**config.mk**
```make
export PLATFORM = sky130hd
export DESIGN_NAME = seq_alu
export DESIGN_NICKNAME = d
export VERILOG_FILES = /design/src/rtl/alu_pkg.sv /design/src/rtl/alu_iter_muldiv.sv /design/src/rtl/seq_alu.sv
export SDC_FILE = /design/constraint.sdc
export NUM_CORES = 1
export LEC_CHECK = 0
export CAP_MARGIN = 5
export CELL_PAD_IN_SITES_DETAIL_PLACEMENT = 0
export CELL_PAD_IN_SITES_GLOBAL_PLACEMENT = 2
export CORE_MARGIN = 3
export CORE_UTILIZATION = 30
export DETAILED_ROUTE_END_ITERATION = 10
export PLACE_DENSITY = 0.78
export SLEW_MARGIN = 0
export SYNTH_ARGS = -nofsm -noshare
export SYNTH_HDL_FRONTEND = slang
export SYNTH_SLANG_ARGS = --single-unit
```
**constraint.sdc**
```tcl
create_clock -name clk -period 3.7 [get_ports clk]
set_clock_uncertainty 0.05 [all_clocks]
set_input_delay 0.74 -clock clk [delete_from_list [all_inputs] [get_ports clk]]
set_output_delay 0.74 -clock clk [all_outputs]
set_load 0.03 [all_outputs]
```
**src/rtl/alu_pkg.sv**
```systemverilog
// -----------------------------------------------------------------------------
// alu_pkg -- shared definitions for the sequential ALU.
//   * opcode constants (4-bit ALUOp encoding)
//   * FSM state encoding used by seq_alu
//   * bit positions inside the 4-bit flags vector {err, ovf, carry, zero}
//   * engine mode selector for alu_iter_muldiv
// No ports; imported by seq_alu and alu_iter_muldiv.
// -----------------------------------------------------------------------------
package alu_pkg;

  // Opcodes
  localparam logic [3:0] OP_ADD = 4'b0000;
  localparam logic [3:0] OP_SUB = 4'b0001;
  localparam logic [3:0] OP_MUL = 4'b0010;
  localparam logic [3:0] OP_DIV = 4'b0011;
  localparam logic [3:0] OP_AND = 4'b0100;
  localparam logic [3:0] OP_OR  = 4'b0101;
  localparam logic [3:0] OP_XOR = 4'b0110;
  localparam logic [3:0] OP_NOT = 4'b0111;
  localparam logic [3:0] OP_SHL = 4'b1000;
  localparam logic [3:0] OP_SHR = 4'b1001;
  localparam logic [3:0] OP_SAR = 4'b1010;
  localparam logic [3:0] OP_CMP = 4'b1011;

  // Control FSM states
  typedef enum logic [1:0] {
    ST_IDLE = 2'd0,
    ST_BUSY = 2'd1,
    ST_DONE = 2'd2
  } state_e;

  // Bit indices inside flags
  localparam int FLAG_ZERO  = 0;
  localparam int FLAG_CARRY = 1;
  localparam int FLAG_OVF   = 2;
  localparam int FLAG_ERR   = 3;

  // Iterative engine mode
  localparam logic MODE_MUL = 1'b0;
  localparam logic MODE_DIV = 1'b1;

endpackage

```
**src/rtl/alu_iter_muldiv.sv**
```systemverilog
// -----------------------------------------------------------------------------
// alu_iter_muldiv -- shared N-iteration engine for unsigned shift-add multiply
// and unsigned restoring divide.
//
// Ports:
//   clk, rst   : clock, asynchronous active-high reset
//   start_i    : load operands and begin (one-cycle pulse, only while idle)
//   mode_i     : MODE_MUL or MODE_DIV, sampled with start_i
//   stall_i    : freeze counter and datapath for this cycle
//   a_i, b_i   : operands, sampled with start_i
//   busy_o     : an operation is in progress
//   done_o     : the final iteration happens on this rising edge
//   res_o      : value the {hi, lo} pair takes at this edge; valid with done_o
//                MUL -> {product_hi, product_lo}, DIV -> {remainder, quotient}
//
// Both modes share one {hi, lo} register pair:
//   MUL: hi = partial product, lo = multiplier shifting out to the right
//   DIV: hi = partial remainder, lo = dividend shifting out / quotient in
// -----------------------------------------------------------------------------
module alu_iter_muldiv
  import alu_pkg::*;
#(
  parameter int N = 8
) (
  input  logic           clk,
  input  logic           rst,
  input  logic           start_i,
  input  logic           mode_i,
  input  logic           stall_i,
  input  logic [N-1:0]   a_i,
  input  logic [N-1:0]   b_i,
  output logic           busy_o,
  output logic           done_o,
  output logic [2*N-1:0] res_o
);

  localparam int SHW = $clog2(N);
  localparam logic [SHW-1:0] CNT_LAST = SHW'(N - 1);

  logic           busy_q, busy_d;
  logic           mode_q, mode_d;
  logic [SHW-1:0] cnt_q,  cnt_d;
  logic [N-1:0]   hi_q,   hi_d;
  logic [N-1:0]   lo_q,   lo_d;
  logic [N-1:0]   m_q,    m_d;   // multiplicand or divisor

  logic [N:0]     mul_sum;
  logic [N:0]     rem_sh;
  logic [N:0]     div_diff;
  logic [N-1:0]   iter_hi;
  logic [N-1:0]   iter_lo;

  // One iteration of either algorithm, computed from the current registers.
  always_comb begin
    mul_sum  = {1'b0, hi_q} + (lo_q[0] ? {1'b0, m_q} : {(N+1){1'b0}});
    rem_sh   = {hi_q, lo_q[N-1]};
    div_diff = rem_sh - {1'b0, m_q};
    iter_hi  = hi_q;
    iter_lo  = lo_q;
    if (mode_q == MODE_MUL) begin
      // Add-then-shift-right of {carry, hi, lo}
      iter_hi = mul_sum[N:1];
      iter_lo = {mul_sum[0], lo_q[N-1:1]};
    end else begin
      // A set top bit of the N+1-bit difference means the trial subtract
      // went negative, so the shifted remainder is restored.
      if (!div_diff[N]) begin
        iter_hi = div_diff[N-1:0];
        iter_lo = {lo_q[N-2:0], 1'b1};
      end else begin
        iter_hi = rem_sh[N-1:0];
        iter_lo = {lo_q[N-2:0], 1'b0};
      end
    end
  end

  always_comb begin
    busy_d = busy_q;
    mode_d = mode_q;
    cnt_d  = cnt_q;
    hi_d   = hi_q;
    lo_d   = lo_q;
    m_d    = m_q;
    if (start_i) begin
      busy_d = 1'b1;
      mode_d = mode_i;
      cnt_d  = '0;
      hi_d   = '0;
      if (mode_i == MODE_DIV) begin
        lo_d = a_i;
        m_d  = b_i;
      end else begin
        lo_d = b_i;
        m_d  = a_i;
      end
    end else if (busy_q && !stall_i) begin
      hi_d = iter_hi;
      lo_d = iter_lo;
      if (cnt_q == CNT_LAST) begin
        busy_d = 1'b0;
        cnt_d  = '0;
      end else begin
        cnt_d = cnt_q + 1'b1;
      end
    end
  end

  always_ff @(posedge clk or posedge rst) begin
    if (rst) begin
      busy_q <= 1'b0;
      mode_q <= MODE_MUL;
      cnt_q  <= '0;
      hi_q   <= '0;
      lo_q   <= '0;
      m_q    <= '0;
    end else begin
      busy_q <= busy_d;
      mode_q <= mode_d;
      cnt_q  <= cnt_d;
      hi_q   <= hi_d;
      lo_q   <= lo_d;
      m_q    <= m_d;
    end
  end

  assign busy_o = busy_q;
  assign done_o = busy_q && !stall_i && (cnt_q == CNT_LAST);
  assign res_o  = {iter_hi, iter_lo};

endmodule

```
**src/rtl/seq_alu.sv**
```systemverilog
// -----------------------------------------------------------------------------
// seq_alu -- sequential ALU with a valid/ready operation port and a
// valid/ready result port.
//
// Ports:
//   clk, rst     : clock, asynchronous active-high reset
//   enable       : global advance; low freezes all state
//   in_valid     : A, B, ALUOp presented
//   in_ready     : high only in IDLE
//   A, B         : N-bit operands
//   ALUOp        : 4-bit opcode (see alu_pkg)
//   result       : registered 2N-bit result
//   data_valid   : high only in DONE
//   out_ready    : consumer takes the result
//   flags        : registered {err, ovf, carry, zero}
//   dbg_state_o  : current FSM state
//
// Handshake: an operation is accepted on a rising edge where
// in_valid & in_ready & enable; a result retires on a rising edge where
// data_valid & out_ready & enable. Neither side is queued: in_valid seen while
// in_ready is low is simply dropped, and result/flags hold until retire.
// -----------------------------------------------------------------------------
module seq_alu
  import alu_pkg::*;
#(
  parameter int N = 8
) (
  input  logic           clk,
  input  logic           rst,
  input  logic           enable,
  input  logic           in_valid,
  output logic           in_ready,
  input  logic [N-1:0]   A,
  input  logic [N-1:0]   B,
  input  logic [3:0]     ALUOp,
  output logic [2*N-1:0] result,
  output logic           data_valid,
  input  logic           out_ready,
  output logic [3:0]     flags,
  output logic [1:0]     dbg_state_o
);

  localparam int SHW = $clog2(N);

  if (N < 4 || N > 32 || (N & (N - 1)) != 0) begin : g_bad_n
    $error("seq_alu: N must be a power of two between 4 and 32");
  end

  state_e         state_q, state_d;
  logic [2*N-1:0] result_q, result_d;
  logic [3:0]     flags_q, flags_d;

  logic           accept;
  logic           iter_op;
  logic           eng_start;
  logic           eng_busy;
  logic           eng_done;
  logic [2*N-1:0] eng_res;

  logic [SHW-1:0] sh_amt;
  logic [N:0]     add_s;
  logic [N-1:0]   sub_s;
  logic [2*N-1:0] sc_res;
  logic           sc_carry;
  logic           sc_ovf;
  logic           sc_err;

  // Single-cycle datapath; operands are consumed on the accept edge, so the
  // result is captured directly from the live inputs.
  always_comb begin
    sh_amt   = B[SHW-1:0];
    add_s    = {1'b0, A} + {1'b0, B};
    sub_s    = A - B;
    sc_res   = '0;
    sc_carry = 1'b0;
    sc_ovf   = 1'b0;
    sc_err   = 1'b0;
    case (ALUOp)
      OP_ADD: begin
        sc_res[N:0] = add_s;
        sc_carry    = add_s[N];
        sc_ovf      = (A[N-1] == B[N-1]) && (add_s[N-1] != A[N-1]);
      end
      OP_SUB: begin
        sc_res[N-1:0] = sub_s;
        sc_carry      = (A < B);
        sc_ovf        = (A[N-1] != B[N-1]) && (sub_s[N-1] != A[N-1]);
      end
      OP_MUL: sc_res = '0;  // always iterative
      OP_DIV: begin
        // Only reaches the result register for B == 0
        sc_res = {A, {N{1'b1}}};
        sc_err = 1'b1;
      end
      OP_AND: sc_res[N-1:0] = A & B;
      OP_OR:  sc_res[N-1:0] = A | B;
      OP_XOR: sc_res[N-1:0] = A ^ B;
      OP_NOT: sc_res[N-1:0] = ~A;
      OP_SHL: sc_res[N-1:0] = A << sh_amt;
      OP_SHR: sc_res[N-1:0] = A >> sh_amt;
      OP_SAR: sc_res[N-1:0] = $unsigned($signed(A) >>> sh_amt);
      OP_CMP: begin
        sc_res[0] = (A < B);
        sc_res[1] = ($signed(A) < $signed(B));
      end
      default: sc_err = 1'b1;
    endcase
  end

  assign iter_op = (ALUOp == OP_MUL) || ((ALUOp == OP_DIV) && (B != '0));
  assign accept  = enable && in_valid && (state_q == ST_IDLE);

  // Next-state, result and flag capture
  always_comb begin
    state_d   = state_q;
    result_d  = result_q;
    flags_d   = flags_q;
    eng_start = 1'b0;
    case (state_q)
      ST_IDLE: begin
        if (accept) begin
          if (iter_op) begin
            eng_start = 1'b1;
            state_d   = ST_BUSY;
          end else begin
            state_d             = ST_DONE;
            result_d            = sc_res;
            flags_d             = '0;
            flags_d[FLAG_ERR]   = sc_err;
            flags_d[FLAG_OVF]   = sc_ovf;
            flags_d[FLAG_CARRY] = sc_carry;
            flags_d[FLAG_ZERO]  = (sc_res == '0);
          end
        end
      end
      ST_BUSY: begin
        if (eng_done) begin
          state_d            = ST_DONE;
          result_d           = eng_res;
          flags_d            = '0;
          flags_d[FLAG_ZERO] = (eng_res == '0);
        end
      end
      ST_DONE: begin
        if (enable && out_ready) state_d = ST_IDLE;
      end
      default: state_d = ST_IDLE;
    endcase
  end

  always_ff @(posedge clk or posedge rst) begin
    if (rst) begin
      state_q  <= ST_IDLE;
      result_q <= '0;
      flags_q  <= '0;
    end else begin
      state_q  <= state_d;
      result_q <= result_d;
      flags_q  <= flags_d;
    end
  end

  alu_iter_muldiv #(.N(N)) u_engine (
    .clk     (clk),
    .rst     (rst),
    .start_i (eng_start),
    .mode_i  ((ALUOp == OP_DIV) ? MODE_DIV : MODE_MUL),
    .stall_i (!enable),
    .a_i     (A),
    .b_i     (B),
    .busy_o  (eng_busy),
    .done_o  (eng_done),
    .res_o   (eng_res)
  );

  assign in_ready    = (state_q == ST_IDLE);
  assign data_valid  = (state_q == ST_DONE);
  assign result      = result_q;
  assign flags       = flags_q;
  assign dbg_state_o = state_q;

  // eng_busy mirrors ST_BUSY; kept for observability only
  logic unused_busy;
  assign unused_busy = eng_busy;

endmodule

```
==> results of run 1 <==
[cells in the final DEF (no fill, tap or decap), types with 17 or more instances in the layout]
| master | netlist | final |
|---|---|---|
| sky130_fd_sc_hd__buf_4 | 1 | 90 |
| sky130_fd_sc_hd__nand2_1 | 68 | 68 |
| sky130_fd_sc_hd__a21oi_1 | 54 | 54 |
| sky130_fd_sc_hd__nor2_1 | 53 | 53 |
| sky130_fd_sc_hd__dfrtp_1 | 51 | 51 |
| sky130_fd_sc_hd__clkdlybuf4s50_1 | 0 | 48 |
| sky130_fd_sc_hd__ha_1 | 47 | 47 |
| sky130_fd_sc_hd__o21ai_0 | 43 | 43 |
| sky130_fd_sc_hd__inv_1 | 43 | 42 |
| sky130_fd_sc_hd__mux2i_1 | 27 | 27 |
| sky130_fd_sc_hd__nand3_1 | 17 | 17 |
[critical path: cells and delay by family]
family                   cells  cell delay [ns]
buffers and inverters        4             0.94
AO/OA/AOI/OAI                4             0.94
AND/OR/NAND/NOR              4             0.64
adder cells (fa/ha/maj)      1             0.44
[routing by layer]
| layer | part of all wire [%] | wire length, µm | track usage, % | up-vias |
|---|---|---|---|---|
| met5 | 0 | 0 | 0 | - |
| met4 | 2.0 | 398 | 3.93 | 0 |
| met3 | 4.8 | 952 | 2.58 | 30 |
| met2 | 45 | 9000 | 31.6 | 157 |
| met1 | 48 | 9450 | 28.8 | 2654 |
| li1 | - | - | - | 2640 |
[state kept, by name, indices dropped and copies added (netlist names)]
signal / flops
dbg_state_o: 2
flags: 4
result: 16
u_engine.busy_o: 1
u_engine.cnt_q: 3
u_engine.hi_q: 8
u_engine.lo_q: 8
u_engine.m_q: 8
u_engine.mode_q: 1
[worst paths after layout]
kind	from	endpoint	cells past startpoint
min	result[10]	result[10]	2
max	A[2]	flags[0]	13
max in group asynchronous	rst	u_engine.m_q[7]	3
min reg2reg	result[10]	result[10]	2
min in group asynchronous	rst	u_engine.m_q[5]	2
max reg2reg	u_engine.lo_q[7]	flags[0]	13
[metrics by stage]
| stage | total power, mW | utilization, % | setup TNS, ns | worst slack (ns) | std cells |
|---|---|---|---|---|---|
| finish | 3.88 | 39.1 | 0 | 0.135 | 1000 |
| global route | 4.16 | 39.1 | 0 | 0.00442 | 1000 |
| CTS | 3.84 | 39.0 | 0 | 0.0101 | 1000 |
| detailed placement | 3.34 | 38.1 | -0.329 | -0.329 | 992 |
| global placement | 3.31 | 38.1 | -0.437 | -0.437 | 992 |
| floorplan | 2.44 | - | 0 | 0.0206 | 672 |
[cells by family after synthesis]
family,after synthesis
DFF,51
adders and majority gates,51
buffers and inverters,90
xor gates and xnor gates,17
muxes,44
AOI/OAI and AO/OA,198
and+or+nand+nor,221
[power by group]
part	internal, mW	leakage [nW]	total [mW]	switching [mW]
combinational	1.13	2.27	2.47	1.34
sequential	0.740	0.645	0.940	0.200
clock	0.271	0.0741	0.474	0.203
[cells in the mapped netlist (all sizes together) (9+ instances only)]
master  instances
nor2           53
and2           12
nand2          68
mux2i          27
nor2b          13
buf            11
xnor2          13
a211oi          9
o21ai          44
clkbuf         34
inv            44
ha             47
nand3          17
a21oi          56
dfrtp          51
mux4            9
nor3           12
o211ai         13
[cell type report]
type / count / area [µm²]
well taps: 225 / 282
clock inverters: 1 / 8.76
multi-input cells: 531 / 3790
repair buffers: 140 / 1190
fillers: 1782 / 10700
inverters: 45 / 169
clock buffers: 7 / 143
flip-flops and latches: 51 / 1280
[timing repair]
action	in CTS	in global routing
pin swaps	0	0
setup buffers	0	0
gates cloned	0	0
gates resized for setup	1	4
setup endpoints to repair	1	1
==> summary by stage, run 1 <==
Run status
The flow ran to the end, and the final reports show no timing, DRC or antenna violations.

Placed design
The placed instances occupy a cell area of roughly 6700 µm². The count of input and output buffers is 48. Detailed placement ended at an HPWL of ~16000 µm. The routability-driven placement congestion ratio is ~0.9.

Pwr
For this design the static power due to leakage is roughly 3 nW. The worst supply voltage drop on vdd is 423 µV. The areal power density over the cells is ~570 nW/µm².

GRT
The initial antenna violation count is 0. The number of global-route vias before repair is around 5400. For this run, the total global-route usage over all layers was measured as 19.8%. The first global-routing pass estimated 31400 µm of wire. For this run the aggregate overflow at the end of global routing stands at 0.

Entering global routing, the biggest net connects 40 pins.

Floorplanning
The number of top-level pins is 49. The floorplan step defined a die boundary enclosing 19800 µm². From left edge to right edge, the die measures 141 µm. The placement row count is between 40 and 50. The die is about 140 µm tall. The region available for standard cell placement spans 17500 µm². Once the floorplan was initialized, standard cells occupied 31.0% of the core.

Synth
The fraction of registers with async set or reset after synthesis is 100%. The number of storage elements in the synthesis netlist is 51. The synthesized cell area is ~5400 µm². After synthesis, the mean cell area works out to 8.09 µm². Yosys mapped the design onto 73 distinct sky130hd cell types. The share of synthesized cell area in and, or, nand and nor gates is 20.0%. The main combinational cell family by area after synthesis is compound AO/OA/AOI/OAI gates. Synthesis handed over a netlist of 672 instances. The cell taking the most area after synthesis is sky130_fd_sc_hd__dfrtp_1. The adder and majority gate portion of the synthesized area is about an eighth.

Summing the areas of all compound-gate instances in the mapped netlist gives 23.9% of the synthesized area. The predominant post-synthesis flop cell is sky130_fd_sc_hd__dfrtp_1. The synthesized netlist net count is 748. In this run, synthesis inferred 0 flip-flops with an integrated enable. The fraction of post-synthesis cell area in the top cell type by area is 23.5%.

After Yosys synthesis, XOR and XNOR cells account for 2.74% of the synthesized area. Yosys attributes the largest share of cell area to sky130_fd_sc_hd__dfrtp_1 23%, sky130_fd_sc_hd__ha_1 11%, sky130_fd_sc_hd__a21oi_1 5.0%. The number of warnings issued by yosys is 0.

Of the synthesized area, sequential elements account for 23.5%. The portion of synthesized area spent on multiplexers is 10.4%.

Finish
The net total in the final layout is 850. With fillers left out, the area of the finished cells amounts to 6850 µm². The post-route netlist has 16.8% of its cells at a drive strength greater than 1. The number of antenna diodes is 0. The area growth from synthesis to layout is 26.1%.

Setup path
The kind of start point of the critical path is a primary input. The slowest cell on the critical path is sky130_fd_sc_hd__clkdlybuf4s50_1. In this run the register-to-register setup slack is roughly 0.16 ns.

STA classifies the critical path endpoint as a flop. Of all nets on the critical path, the largest fanout is 7. Traced cell by cell, the critical path runs through clkdlybuf4s50_1 > inv_1 > ha_1 > buf_4 > nor2b_1 > o311ai_0 > nand4_1 > a2111oi_2 > buf_4 > nand4_1 > nor4_1 > a32oi_1 > o31ai_1. The setup path with the least slack is of type in2reg. Data on the critical path is required at its endpoint by 3.85 ns. The largest stage delay on the critical path is 0.49 ns. The data arrival time at the worst-slack endpoint is 3.71 ns.

Timing
The worst path needs 3.56 ns of the cycle, external delays included. For this run, the top clock speed supported by timing is ~0.28 GHz. The final hold violation count is 0. The count of final max-slew check failures was 0. On the final layout, the worst hold slack is 0.439 ns. The share of the clock period used by the worst path is slightly below 100%. Measured against its own limit, the worst slew margin works out to a little over half. Setup repair after global routing left no endpoint under its margin. Setup violations remaining at the end of the flow were counted as 0.

The slew of the pin with the lowest slew margin is slightly below 0.7 ns.

Clock network
The clock insertion delay at the later pin of the skew report is 0.29 ns. The count of clock tree sinks is 51. The hold buffer count at cts is 0. In this run the number of H-tree levels came out at 2. TritonCTS built the clock tree. The maximum buffer depth of the clock tree is 2. The root buffer cell chosen for the clock tree is sky130_fd_sc_hd__clkbuf_16. The clock slew at the register clock pins of the worst setup and hold paths is 0.07 ns. In this run, CTS created clock tree buffers numbering 5.

Routing
For this run, design rule violations remaining after detail routing come to 0. The number of nets with antenna violations after detailed routing is 0. The average routed wire per standard cell is approximately 20 µm.

The detailed router placed about 5500 vias in this run. The count of routing violations after the opening detailed-route iteration is 380. In the routed layout, each cell is associated on average with a via count of 5.48. The total iterations of the first detailed-routing run is 5. For this block, the routed nets add up to 19800 µm of wire.

Min path
The min-delay analysis places its worst path in the category reg2reg.

Flow run
The tool flagged a number of max-cap violations equal to 0.
Note: power is estimated with default switching activity, not from simulation.
==> run 2, diff against run 1 <==
PLACE_DENSITY = 0.8   (was 0.78)
clock period = 3.14 ns   (was 3.7 ns; I/O delays follow)
==> summary by stage, run 2 (same netlist as run 1, synthesis figures left out) <==
Timing
Setup violations remaining at the end of the flow were counted as 1. The slew of the pin with the lowest slew margin is 1.05 ns. The smallest clock period supported by the final layout is computed as 3.19 ns. The worst hold slack across all endpoints is 0.436 ns. The final hold violation count is 0.

The highest clock rate is between 0.3 and 0.4 GHz. In this run the tightest slew margin relative to its limit is 30.3%. The post-route setup TNS is -0.0495 ns. Setup repair after global routing could not meet its margin everywhere. The least setup slack across all paths after layout is -0.0495 ns.

The share of the clock period used by the worst path is 102%. The count of final max-slew check failures is 0.

Clock network
Clock-pin slew was measured on the worst setup and hold paths at approximately 0.08 ns. The hold buffer count at cts is 0. The clock root buffer is sky130_fd_sc_hd__clkbuf_16.

Buffers inserted during clock tree synthesis total 5. The H-tree depth is 2. Clock latency on the worst-skew pair, taken at its later pin, is about 0.3 ns. The tree built by TritonCTS fans out to 51 sinks. The clock passes through at most 2 buffers.

TritonCTS built the clock tree.

Setup path
The cell family contributing the most delay on the critical path is compound AO/OA/AOI/OAI gates. The type of the worst setup path is reg2reg. In this design, the stage delay of the slowest critical-path cell is 0.43 ns. The setup check on the worst reg-to-reg path leaves a slack of -0.05 ns. The data arrival time at the worst-slack endpoint is 3.35 ns. Together, buffers and inverters on the worst path number 3. The slowest cell on the critical path is sky130_fd_sc_hd__or3b_4. Of all nets on the critical path, the largest fanout is 5. Data on the critical path is required at its endpoint by about 3.3 ns.

The worst setup path is launched from a flop. Walking the worst path, the cells encountered are inv_2 > ha_4 > inv_4 > fa_2 > a211oi_2 > o21ai_1 > a31oi_2 > xnor2_2 > buf_6 > mux2_4 > a21oi_4 > or3b_4 > o31ai_2. The nature of the critical path endpoint is a flop.

Routing
In this run the remaining antenna-violating nets after routing total 0. The routed via count divided by cell count is 5.42. Wires add up to 21600 µm. The routed length on met1 is 10300 µm. The count of vias placed by the detailed router is 5961.

In the final routed layout, each cell accounts on average for about 20 µm. The total length of routed met2 wires is 9810 µm. The total iterations of the first detailed-routing run is 5.

The uppermost layer routed is met4. Detailed routing placed a total of 1050 µm of wire on met3. The remaining routing DRC violations is 0.

The count of routing violations after the opening detailed-route iteration is 475.

Pwr
The analysis attributes to cell leakage a power of ~3.5 nW. Across the VDD grid, the largest voltage drop is 484 µV. The design draws 5.40 mW. The areal power density over the cells is 693 nW/µm².

GRT
The residual overflow from global routing is 0. The first global-routing pass estimated 34200 µm of wire. The initial antenna violation count was 0.

The overall global routing resource usage is 21.7%. Entering global routing, the biggest net connects 38 pins. The number of global-route vias before repair is 6105.

Placed design
Counting tap cells, the placed design contains a total of between 1000 and 1500 instances. In this run the tool buffered the top-level ports with 48 buffer cells. After detailed placement, the total cell area comes to 7310 µm². Detailed placement ended at an HPWL of roughly 17000 µm. The routability-driven placement congestion ratio is 0.942.

Finish
The number of antenna diodes is 0. The net total in the final layout is roughly 950. The post-route netlist has a little under a third of its cells at a drive strength greater than 1. The library cells used most frequently in the layout, excluding fill and tap cells, are 189 x sky130_fd_sc_hd__buf_4, 68 x sky130_fd_sc_hd__nand2_1, 51 x sky130_fd_sc_hd__nor2_1, 51 x sky130_fd_sc_hd__a21oi_1, 51 x sky130_fd_sc_hd__dfrtp_1. The area growth from synthesis to layout is 43.3%. For this run, the number of standard cells in the final layout without fillers is roughly 1100. The register with the most flip-flops in the layout has 16 of them. The most common library cell in the layout ignoring fill and taps is sky130_fd_sc_hd__buf_4. The finished cells cover 7790 µm².

Floorplanning
Once the floorplan was initialized, standard cells occupied 31.0% of the core. For this design the top-level I/O count stands at 49. The placement row count is between 40 and 50.

The die area is 19800 µm². The placeable core region is 17500 µm². The floorplan die height is roughly 140 µm. The floorplan step set the die width to between 100 and 150 µm.

Flow run
The tool flagged a number of max-cap violations equal to 0.

Run status
The run finished, with violations left. The final reports fail on setup timing.

Min path
In this run the worst hold path is classified as reg2reg.
[run 2: power breakdown]
group | internal (mW) | switching, mW | leakage [nW]
sequential | 0.872 | 0.195 | 0.645
clock | 0.381 | 0.267 | 0.0844
combinational | 1.83 | 1.85 | 2.80
[run 2: path summary, 6_finish.rpt]
path                                         to  cells after the start              from
worst max register to register         flags[0]                     13  u_engine.lo_q[7]
worst min-delay path                  result[7]                      1         result[7]
worst max-delay path                   flags[0]                     13  u_engine.lo_q[7]
min in group asynchronous       u_engine.m_q[4]                      2               rst
worst min register to register        result[7]                      1         result[7]
max in group asynchronous             result[0]                      3               rst
[run 2: final cells by class]
class	count	area, µm²
inverter	45	173
timing repair buffer	239	1940
clock inverter	3	47.5
tap	225	282
fill	1795	9750
sequential	51	1280
multi-input combinational	531	3950
clock buffer	5	125
[run 2: what timing repair did]
action / 4_1_cts / 5_1_grt
pin swaps: 13 / 9
resized for setup: 27 / 24
setup endpoints to repair: 16 / 14
buffers inserted: 15 / 1
gates cloned: 0 / 0
[run 2: worst reg2reg max path, cell delays in order (launching register included)]
cell and delay (ns):
sky130_fd_sc_hd__dfrtp_1 0.39, sky130_fd_sc_hd__inv_2 0.08, sky130_fd_sc_hd__ha_4 0.14, sky130_fd_sc_hd__inv_4 0.04, sky130_fd_sc_hd__fa_2 0.36, sky130_fd_sc_hd__a211oi_2 0.23
sky130_fd_sc_hd__o21ai_1 0.11, sky130_fd_sc_hd__a31oi_2 0.20, sky130_fd_sc_hd__xnor2_2 0.20, sky130_fd_sc_hd__buf_6 0.17, sky130_fd_sc_hd__mux2_4 0.31, sky130_fd_sc_hd__a21oi_4 0.14
sky130_fd_sc_hd__or3b_4 0.43, sky130_fd_sc_hd__o31ai_2 0.24
[run 2: through the flow]
step	setup slack, ns	util [%]
after floorplan	0.00960	-
final	-0.0495	44.4
after detailed placement	-0.553	41.7
after CTS	-0.101	43.8
after global routing	-0.152	44.4
after global placement	-0.584	41.7
[run 2: routing by layer]
metal  track usage, %  vias up
li1                 -     2833
met1             31.7     2936
met2             34.6      173
met3             2.78       19
met4             4.23        0
met5                0        -
